--- config.mk ---
export PLATFORM = sky130hd
export DESIGN_NAME = sine_addr_gen_flat
export DESIGN_NICKNAME = d
export VERILOG_FILES = /design/src/rtl/sine_addr_gen_if.sv /design/src/rtl/sine_addr_gen.sv /design/src/flat_wrapper.sv
export SDC_FILE = /design/constraint.sdc
export NUM_CORES = 1
export LEC_CHECK = 0
export ABC_AREA = 1
export BUFFER_PORTS_ARGS = -buffer_cell sky130_fd_sc_hd__buf_2
export CAP_MARGIN = 10
export CELL_PAD_IN_SITES_DETAIL_PLACEMENT = 0
export CELL_PAD_IN_SITES_GLOBAL_PLACEMENT = 1
export CORE_UTILIZATION = 41
export DETAILED_ROUTE_END_ITERATION = 16
export PLACE_DENSITY = 0.79
export REMOVE_ABC_BUFFERS = 1
export SLEW_MARGIN = 20
export SYNTH_ARGS = -nofsm -noshare
export SYNTH_HDL_FRONTEND = slang
export SYNTH_SLANG_ARGS = --single-unit
--- constraint.sdc ---
create_clock -name clk -period 2.8 [get_ports clk]
set_input_delay 0.28 -clock clk [delete_from_list [all_inputs] [get_ports clk]]
set_output_delay 0.28 -clock clk [all_outputs]
set_load 0.05 [all_outputs]
--- src/rtl/sine_addr_gen_if.sv ---
// Address stream handshake between the phase accumulator and the sine LUT.
interface sine_addr_gen_if;
    logic signed [31:0] address;
    logic               addr_valid;
    logic               addr_ready;
    logic               wrap;

    modport master (
        output address,
        output addr_valid,
        output wrap,
        input  addr_ready
    );

    modport slave (
        input  address,
        input  addr_valid,
        input  wrap,
        output addr_ready
    );
endinterface

--- src/rtl/sine_addr_gen.sv ---
// Phase-accumulator address generator feeding the sine LUT.
// Emits addresses modulo ADDR_MAX for a fixed sample count or continuously, with a valid/ready handshake.
module sine_addr_gen #(
    parameter int unsigned ADDR_MAX = 300,
    parameter int unsigned CNT_W    = 16
) (
    input  logic             clk,
    input  logic             rst,
    input  logic             start,
    input  logic             stop,
    input  logic [15:0]      step,
    input  logic [CNT_W-1:0] num_samples,
    output logic             busy,
    output logic             done,
    sine_addr_gen_if.master  bus
);

    localparam int unsigned STEP_W = 16;
    localparam int unsigned ADDR_W = (ADDR_MAX > 1) ? $clog2(ADDR_MAX) : 1;
    localparam int unsigned SUM_W  = ((ADDR_W > STEP_W) ? ADDR_W : STEP_W) + 1;

    localparam logic [SUM_W-1:0] ADDR_MAX_S  = SUM_W'(ADDR_MAX);
    localparam logic [SUM_W-1:0] ADDR_LAST_S = SUM_W'(ADDR_MAX - 1);

    typedef enum logic [1:0] {
        ST_IDLE,
        ST_RUN,
        ST_DONE
    } state_t;

    state_t             state_q;
    logic [ADDR_W-1:0]  addr_q;
    logic [SUM_W-1:0]   step_q;
    logic [CNT_W-1:0]   num_q;
    logic [CNT_W-1:0]   cnt_q;
    logic               valid_q;
    logic               busy_q;
    logic               done_q;
    logic               wrap_q;

    logic [SUM_W-1:0]   step_ext;
    logic [SUM_W-1:0]   step_d;
    logic [SUM_W-1:0]   sum_d;
    logic               wrap_d;
    logic [ADDR_W-1:0]  addr_d;
    logic [CNT_W-1:0]   cnt_d;
    logic               xfer;
    logic               last_xfer;

    // Both operands stay below ADDR_MAX, so a single conditional subtract keeps the sum in range.
    always_comb begin
        step_ext  = SUM_W'(step);
        step_d    = (step_ext >= ADDR_MAX_S) ? ADDR_LAST_S : step_ext;
        sum_d     = SUM_W'(addr_q) + step_q;
        wrap_d    = (sum_d >= ADDR_MAX_S);
        addr_d    = wrap_d ? ADDR_W'(sum_d - ADDR_MAX_S) : ADDR_W'(sum_d);
        cnt_d     = cnt_q + CNT_W'(1);
        xfer      = valid_q && bus.addr_ready;
        last_xfer = (num_q != '0) && (cnt_d == num_q);
    end

    always_ff @(posedge clk or posedge rst) begin
        if (rst) begin
            state_q <= ST_IDLE;
            addr_q  <= '0;
            step_q  <= '0;
            num_q   <= '0;
            cnt_q   <= '0;
            valid_q <= 1'b0;
            busy_q  <= 1'b0;
            done_q  <= 1'b0;
            wrap_q  <= 1'b0;
        end else begin
            done_q <= 1'b0;
            wrap_q <= 1'b0;
            case (state_q)
                ST_IDLE: begin
                    valid_q <= 1'b0;
                    busy_q  <= 1'b0;
                    if (start && !stop) begin
                        step_q  <= step_d;
                        num_q   <= num_samples;
                        addr_q  <= '0;
                        cnt_q   <= '0;
                        valid_q <= 1'b1;
                        busy_q  <= 1'b1;
                        state_q <= ST_RUN;
                    end
                end

                // A transfer in the stop cycle is counted but the address is frozen.
                ST_RUN: begin
                    if (xfer) begin
                        cnt_q <= cnt_d;
                    end
                    if (stop) begin
                        valid_q <= 1'b0;
                        busy_q  <= 1'b0;
                        state_q <= ST_IDLE;
                    end else if (xfer) begin
                        if (last_xfer) begin
                            valid_q <= 1'b0;
                            done_q  <= 1'b1;
                            state_q <= ST_DONE;
                        end else begin
                            addr_q <= addr_d;
                            wrap_q <= wrap_d;
                        end
                    end
                end

                ST_DONE: begin
                    valid_q <= 1'b0;
                    busy_q  <= 1'b0;
                    state_q <= ST_IDLE;
                end

                default: begin
                    valid_q <= 1'b0;
                    busy_q  <= 1'b0;
                    state_q <= ST_IDLE;
                end
            endcase
        end
    end

    assign bus.address    = $signed(32'(addr_q));
    assign bus.addr_valid = valid_q;
    assign bus.wrap       = wrap_q;
    assign busy           = busy_q;
    assign done           = done_q;

endmodule

--- src/flat_wrapper.sv ---
// flat-port wrapper written by rule: the top's interface ports become plain ports
module sine_addr_gen_flat 
#(
    parameter int unsigned ADDR_MAX = 300,
    parameter int unsigned CNT_W    = 16
)
  (clk, rst, start, stop, step, num_samples, busy, done, bus_address, bus_addr_valid, bus_wrap, bus_addr_ready);
  sine_addr_gen_if bus_i ();
  input  logic clk;
  input  logic rst;
  input  logic start;
  input  logic stop;
  input  logic [15:0] step;
  input  logic [CNT_W-1:0] num_samples;
  output logic busy;
  output logic done;
  output wire logic [$bits(bus_i.address)-1:0] bus_address;
  output wire logic [$bits(bus_i.addr_valid)-1:0] bus_addr_valid;
  output wire logic [$bits(bus_i.wrap)-1:0] bus_wrap;
  input wire logic [$bits(bus_i.addr_ready)-1:0] bus_addr_ready;
  assign bus_address = bus_i.address;
  assign bus_addr_valid = bus_i.addr_valid;
  assign bus_wrap = bus_i.wrap;
  assign bus_i.addr_ready = bus_addr_ready;
  sine_addr_gen #(.ADDR_MAX(ADDR_MAX), .CNT_W(CNT_W)) u_core (.clk(clk), .rst(rst), .start(start), .stop(stop), .step(step), .num_samples(num_samples), .busy(busy), .done(done), .bus(bus_i));
endmodule
## Yosys cells after proc, flatten, opt, wreduce, memory -nomap -nowiden

Cells that the tools add are included.

- Flip-flop bits (word level): 64
- Latch bits: 0
- RAM bits: 0
- Bits in read-only memories: 0
- Input port bits: 37
- Output and inout port bits: 36
- Word-level logic and storage cells: 65
- Memories kept: 0

- $add $sub $neg: 3
- $mul: 0
- Divide/modulo/power cells: 0
- Magnitude comparators: 2
- Equal/unequal tests: 9
- Shift-type cells: 0
- Muxes and demuxes: 30
- Bitwise operators: 0
- Reductions and logical operators: 12

Operator list:

| kind | number |
|---|---|
| 16-bit two-way mux | 3 |
| 9-bit two-way mux | 5 |
| 16-bit case mux with 2 select lines | 1 |
| 9-bit case mux with 2 select lines | 1 |
| 9-bit by 17-bit adder with 17-bit output | 1 |
| 17-bit by 9-bit >= comparator with 1-bit output, second input constant | 1 |
| 16-bit by 1-bit adder with 16-bit output, second input constant | 1 |
| 16-bit == test | 1 |
| 16-bit by 9-bit >= comparator with 1-bit output, second input constant | 1 |
| 16-bit nonzero test | 1 |
| 1-bit two-way mux | 13 |
| 9-bit subtractor, second input constant | 1 |
| 2-bit two-way mux | 4 |
| 2-bit inequality test, second input constant | 3 |
| 3-bit by 2-bit inequality test with 1-bit output, second input constant | 2 |
| 3-bit AND reduction | 2 |
| 5-bit AND reduction | 1 |
| 2-bit by 1-bit inequality test with 1-bit output, second input constant | 2 |
| 1-bit case mux with 2 select lines | 2 |
| 2-bit case mux with 2 select lines | 1 |
| 2-bit AND reduction | 2 |
| 1-bit logical AND | 3 |
| 2-bit by 1-bit == test with 1-bit output, second input constant | 1 |
| 2-bit zero test | 1 |
| other kinds (2) | 2 |

## Longest topological paths before layout

Gate-level depths: netlist of the first run.

- Depth in word-level cells: 7
- Gate-level depth with buffers: 18
- Mapped depth without buffers: 18

## Worst setup path before layout of the first run

OpenSTA, ideal clock, no wires.

- Path type: flip-flop to flip-flop
- Start: reg u_core.addr_q[0]
- End: reg u_core.addr_q[2]
- Setup time: 0.119 ns
- Arrival: 2.540 ns
- Slack: 0.140 ns
- Cell stages (with the launch flop): 15
- Period minus slack after synthesis: 2.660 ns
- Cell sequence: dfrtp_1 -> ha_1 -> inv_1 -> fa_1 -> xnor2_1 -> ha_1 -> nand3b_1 -> nor2_1 -> nand2_1 -> nand3_1 -> nand2_2 -> nand3_4 -> nand2_1 -> nand3_1 -> nand2_1

- Longest elaborated chain between the ends: 7

Ends and longest elaborated chain:

| element | line | text |
|---|---|---|
| start, declared | sine_addr_gen.sv:32 | `logic [ADDR_W-1:0] addr_q;` |
| start signal, assigned | sine_addr_gen.sv:106 | `addr_q <= addr_d;` |
| 9-bit by 17-bit adder with 17-bit output * | sine_addr_gen.sv:54 | `sum_d = SUM_W'(addr_q) + step_q;` |
| 17-bit by 9-bit >= comparator with 1-bit output or 9-bit subtractor (tied branches) | sine_addr_gen.sv:55, sine_addr_gen.sv:56 |  |
| 9-bit two-way mux * | sine_addr_gen.sv:56 | `addr_d = wrap_d ? ADDR_W'(sum_d - ADDR_MAX_S) : ADDR_W'(sum_d);` |
| 9-bit two-way mux * | sine_addr_gen.sv:101 | `if (last_xfer) begin` |
| 9-bit two-way mux * | sine_addr_gen.sv:100 | `end else if (xfer) begin` |
| 9-bit two-way mux * | sine_addr_gen.sv:96 | `if (stop) begin` |
| 9-bit case mux with 2 select lines * | sine_addr_gen.sv:76 | `case (state_q)` |

Every way passes the cells marked *; elsewhere a longest branch is shown, timed or not. The select of a mux whose other input is x is not followed.
A chain may end at the register's enable or synchronous reset.

## Final worst setup path of the first run

- Start: reg u_core.addr_q[0]
- End: reg u_core.addr_q[3]

The elaborated chain is that of the path after synthesis.

==> impl_metrics.ini, run 1 <==
[power]
total_power_mw = 2.842
p_leak_nw = 2.665
irDropWorstVdd_uv = 242.0
p_per_area_nw_per_um2 = 564.0

[setup_path]
end_kind = flop
reg2reg_depth = 16
cp_max_fo = 9
r2r-start = u_core.addr_q[0]$_DFFE_PP0P_
crit_type = flop to flop
critical_path_arrival_ns = 2.79
reg2reg_slack_ns = 0.25
crit_path_start = u_core.addr_q[0]$_DFFE_PP0P_
reg2reg_to = u_core.addr_q[3]$_DFFE_PP0P_
crit_end = u_core.addr_q[3]$_DFFE_PP0P_
cp.required_ns = 3.04
crit_path_start_kind = flop

[place]
io_buffer_count = 49
routabilityCongestion = 0.8788
place.detailed.hpwl_microns = 8709
place_area_sq_um = 4795

[flow_run]
cap_violations = 0

[detailed_routing]
vias_per_cell = 4.946
routed-via-count = 4125
routedWlPerCell_microns = 13.49
drc = 0
drt-total-wl_microns = 11250
antenna_left = 0
drt_first_pass_iters = 5
drt_iter0_markers = 264

[synthesis]
avgSynthCellArea_sq_um = 6.991
ys_seq_elements = 63
synth_edf_count = 0
ys_seq_area_share_pct = 35.62
ys_types = 35
dominantRegCellSynth = dfrtp_1
synth_top_area_cell = dfrtp_1
async_reset_ff_share_pct = 100.0
yosysMostFrequentCell = nand2_1
ys_warn_count = 0
synthTopCellsByCount = 200 x nand2_1, 89 x inv_1, 63 x dfrtp_1, 62 x nand3_1, 46 x nor2_1
synth_area_leaders = dfrtp_1 36%, nand2_1 17%, inv_1 7.5%, nand3_1 7.0%, buf_4 3.9%
synthCells = 633
synth_area_sq_um = 4425
yosys.area.top_type_share_pct = 35.62

[clock_tree]
insertion_delay_ns = 0.34
cts_made_buffers = 9
cts.reportedPaths.clkPinSlew_ns = 0.08
clockBufferDepth = 2
tritoncts = yes
cts_root_buf = clkbuf_8
clock-sinks = 63
h-tree-depth = 3

[cells_and_area]
final_nets = 742
finalInstanceArea_sq_um = 5039
antenna_cells_inserted = 0
layout-drive-gt1-share_pct = 15.90
syn2layout_area_growth_pct = 13.85

[sta]
fin_crit_ns = 2.552
fin_tns_setup_ns = 0
setup_viol = 0
worstMarginPinSlew_ns = 0.5707
fmax_ghz = 0.3919
drv_slew = 0
rsz0062_at_grt = no
hold_violations = 0
final.period_utilization_pct = 91.14
relSlewSlack_pct = 61.91
skew_ns = 0.01178

[floorplanning]
fp.dieArea_sq_um = 11210
chipHeight_microns = 105.9
row_count = 37
dieWidth_microns = 105.9
initial_utilization_pct = 42.49
io_pins = 73
coreArea_sq_um = 10420

[global_routing]
overflow = 0
grt_pass1_vias = 3677
grtUsageTotal_pct = 20.97
grt_max_degree = 52
antenna_found_initial = 0
grt_pass1_wl_microns = 18360

[worst_hold_path]
min_from = num_samples[1]
min_path_type = primary input to flop

[outcome]
outcome = complete, no violations
==> where the power goes <==
| group | leakage [nW] | internal, mW | switching, mW | total [mW] |
|---|---|---|---|---|
| Combinational | 1.74 | 0.289 | 0.615 | 0.904 |
| Clock | 0.105 | 0.503 | 0.392 | 0.895 |
| Sequential | 0.822 | 0.981 | 0.0627 | 1.04 |
==> worst max-delay path, cell delays in order, from the launching register on <==
cell	delay, ns
dfrtp_1	0.40
ha_1	0.24
inv_1	0.08
fa_1	0.23
inv_1	0.10
nand3_1	0.08
nand3_2	0.14
nand2_1	0.09
nand3_1	0.14
a21oi_1	0.18
nand3_1	0.13
nor2_4	0.26
nand3_4	0.15
nand2_1	0.09
nand2_1	0.05
nand2_1	0.05
nand2_1	0.05
==> cell families (layout without fill, tap and decap cells) <==
family,Yosys count,after routing,share of synthesized area [%]
DFF,63,63,35.62
xor gates and xnor gates,13,13,3.365
AOI/OAI and AO/OA,45,45,5.542
and+or+nand+nor,377,377,39.50
buffers and inverters,122,165,12.33
other,1,23,0.08474
adders and majority gates,12,12,3.562
==> sequential cells by signal (all words and copies together) (netlist names) <==
signal and cells:
u_core.bus.wrap 1, u_core.bus.addr_valid 1, u_core.addr_q 9, u_core.busy 1, u_core.cnt_q 16, u_core.step_q 16, u_core.state_q 2, u_core.done 1
u_core.num_q 16
==> metal layers <==
layer  share of wire (%)  up-vias  global-route usage (%)  wire [microns]
li1                    -     2093                       -               -
met1                  50     1857                   31.44            5666
met2                  42      160                   31.56            4751
met3                 6.0       15                   3.004             672
met4                 1.4        0                   5.456             162
met5                   0        -                       0               0
==> metrics by stage <==
stage / worst slack [ns] / util [%] / hold WS, ns / cells
finish: 0.2481 / 48.37 / 0.1379 / 834
global route: 0.008636 / 48.37 / 0.1344 / 834
CTS: 0.2093 / 48.25 / 0.1301 / 834
detailed placement: 0.2291 / 46.03 / 0.2525 / 817
global placement: 0.3138 / 46.03 / 0.2588 / 817
floorplan: 0.1201 / - / 0.3535 / 625
==> layout make-up <==
type / count / area, sq um
inverter: 92 / 345.3
sequential: 63 / 1577
tap: 136 / 170.2
clock inverter: 7 / 97.59
fill: 1054 / 5378
clock buffer: 9 / 123.9
multi-input combinational: 470 / 2405
timing repair buffer: 57 / 320.3
==> repair_timing <==
item,in CTS,in global routing
setup endpoints to repair,0,7
gates resized for setup,0,2
hold endpoints to repair,12,0
hold buffers,1,0
setup buffers,0,0
==> worst min path at each step <==
stage / slack (ns) / cells past startpoint / to
finish: 0.14 / 3 / u_core.num_q[1]$_DFFE_PP0P_
global route: 0.13 / 3 / u_core.num_q[3]$_DFFE_PP0P_
CTS: 0.13 / 3 / u_core.num_q[0]$_DFFE_PP0P_
detailed placement: 0.25 / 2 / u_core.num_q[13]$_DFFE_PP0P_
global placement: 0.26 / 2 / u_core.num_q[8]$_DFFE_PP0P_
floorplan: 0.35 / 1 / u_core.done$_DFF_PP0_
==> cells in the final DEF (no fill, tap or decap), types with 3 or more instances in the layout <==
master / instances
nor3_1: 7
nand3_1: 62
inv_1: 88
nor2_2: 8
ha_1: 11
nand2_2: 8
a21oi_1: 9
inv_2: 4
nand4_1: 22
nand2_4: 5
o21ai_0: 22
dfrtp_1: 63
conb_1: 23
nand3_2: 5
o22ai_1: 11
clkbuf_8: 9
xor2_1: 7
nand2_1: 200
nand3b_1: 3
nor2_4: 4
buf_2: 49
nor2_1: 46
buf_4: 6
Power figures use the tool's default switching activity.
==> run 2: changes to the inputs <==
REMOVE_ABC_BUFFERS = default   (was 1)
==> run 2 against run 1 <==
Fmax rose by 1.6%. Largest power group unchanged. Utilization fell by 0.40 points. Combinational power fell by 2%. Hold slack got worse by 0.018 ns. First-iteration DRC count fell by 41%. Highest routed layer unchanged. Sequential cell count did not move. Clock skew rose by 0.0024 ns. Die area did not move. Clock power fell by 12%. Setup slack improved by 0.041 ns.
==> impl_metrics.ini, run 2 (synthesis results as in run 1) <==
[outcome]
outcome = complete, no violations

[sta]
rsz0062_at_grt = no
drv_slew = 0
worstMarginPinSlew_ns = 0.8410
relSlewSlack_pct = 43.94
fin_ws_ns = 0.2894
setup_viol = 0
final.period_utilization_pct = 89.66
fmax_ghz = 0.3983
fin_crit_ns = 2.511
fin_tns_setup_ns = 0
skew_ns = 0.01420
hold_violations = 0

[clock_tree]
cts.reportedPaths.clkPinSlew_ns = 0.07
cts_made_buffers = 9
h-tree-depth = 3
insertion_delay_ns = 0.36
clock-sinks = 63
tritoncts = yes
clockBufferDepth = 2
cts_root_buf = clkbuf_8
cts_hold_buf = 0

[cells_and_area]
stdcell_count = 834
layout-drive-gt1-share_pct = 15.90
finalInstanceArea_sq_um = 4997
layout_commonest_cell = nand2_1
antenna_cells_inserted = 0
final_cell_mix = 200 x nand2_1, 88 x inv_1, 63 x dfrtp_1
reg.largest.list = u_core.cnt_q (16), u_core.num_q (16), u_core.step_q (16)
final_nets = 742
fill_cells = 1104
syn2layout_area_growth_pct = 12.92

[floorplanning]
dieWidth_microns = 105.9
initial_utilization_pct = 42.49
fp.dieArea_sq_um = 11210
row_count = 37
chipHeight_microns = 105.9
io_pins = 73
coreArea_sq_um = 10420

[setup_path]
cp.required_ns = 3.05
critical_path_arrival_ns = 2.76
crit_path_start_kind = flop
crit_path_start = u_core.addr_q[0]$_DFFE_PP0P_
crit_type = flop to flop
cp_max_fo = 9
end_kind = flop
r2r-start = u_core.addr_q[0]$_DFFE_PP0P_

[place]
pre_cts_ws_ns = 0.2307
place.detailed.hpwl_microns = 8791
routabilityCongestion = 0.9012
dp_cells = 816
place_area_sq_um = 4775
io_buffer_count = 49

[detailed_routing]
drc = 0
drt_first_pass_iters = 4
antenna_left = 0
routed-via-count = 4044
vias_per_cell = 4.849
routedWlPerCell_microns = 13.50
drt-total-wl_microns = 11260
drt_iter0_markers = 156

[power]
p_leak_nw = 2.652
irDropWorstVdd_uv = 398.7
p_per_area_nw_per_um2 = 545.6
total_power_mw = 2.726

[worst_hold_path]
min_from = num_samples[3]
min_path_type = primary input to flop

[global_routing]
grt_pass1_vias = 3964
grt_max_degree = 64
antenna_found_initial = 0
grtUsageTotal_pct = 21.66
grt_pass1_wl_microns = 18660
overflow = 0

[flow_run]
cap_violations = 0
==> run 2: cell types whose count changed in the layout (fill, tap and decap cells not counted) <==
cell	change
buf_12	-1
buf_4	+2
bufinv_16	-2
clkbuf_1	+1
clkbuf_8	+4
clkinv_4	-2
clkinvlp_4	-1
dlygate4sd3_1	-1
==> run 2: routing by layer <==
metal | routed length (microns) | GRT usage (%)
met1 | 5224 | 26.39
met2 | 5612 | 37.63
met3 | 253 | 3.863
met4 | 169 | 9.028
met5 | 0 | 0
==> run 2: metrics by stage <==
stage               utilization [%]  hold slack [ns]
floorplan                         -           0.3535
global placement              45.84           0.4623
detailed placement            45.84           0.4607
CTS                           47.71           0.1022
global route                  47.98           0.1146
finish                        47.98           0.1204
==> run 2: area by class of cell <==
type                    instances  area [sq um]  share of cell area (%)
clock buffers                  14         182.7                   3.655
clock inverters                 2         12.51                  0.2504
inverters                      92         345.3                   6.910
multi-input cells             470          2405                   48.12
flip-flops and latches         63          1577                   31.55
well taps                     136         170.2                   3.405
repair buffers                 57         305.3                   6.109
==> run 2: path summary, 6_finish.rpt <==
check                      slack [ns]                       endpoint  cells past startpoint
min                              0.12    u_core.num_q[3]$_DFFE_PP0P_                      3
max reg2reg                      0.29   u_core.addr_q[3]$_DFFE_PP0P_                     16
min in group asynchronous        0.15  u_core.state_q[0]$_DFFE_PP0P_                      3
max in group asynchronous        2.08   u_core.addr_q[6]$_DFFE_PP0P_                      3
max                              0.29   u_core.addr_q[3]$_DFFE_PP0P_                     16
min reg2reg                      0.47        u_core.busy$_DFFE_PP0P_                      2
==> run 2: critical path: stages (launching register included) <==
cell     delay, ns
dfrtp_1       0.37
ha_1          0.22
inv_1         0.07
fa_1          0.43
inv_1         0.11
nand3_1       0.08
nand3_2       0.15
xnor2_1       0.19
nand2_1       0.09
nand2_1       0.11
nand3_1       0.13
nand2_4       0.13
nand3_4       0.12
nand2_1       0.08
nand2_1       0.05
nand2_1       0.05
nand2_1       0.05
==> run 2: report_power, final <==
part / internal (mW) / leakage (nW) / switching, mW
clock: 0.417 / 0.0987 / 0.375
sequential: 0.981 / 0.822 / 0.0679
combinational: 0.282 / 1.73 / 0.603
==> run 2: what timing repair did <==
action	4_1_cts	5_1_grt
endpoints found under the setup margin	0	3
setup buffers	0	2
gates resized for setup	0	2
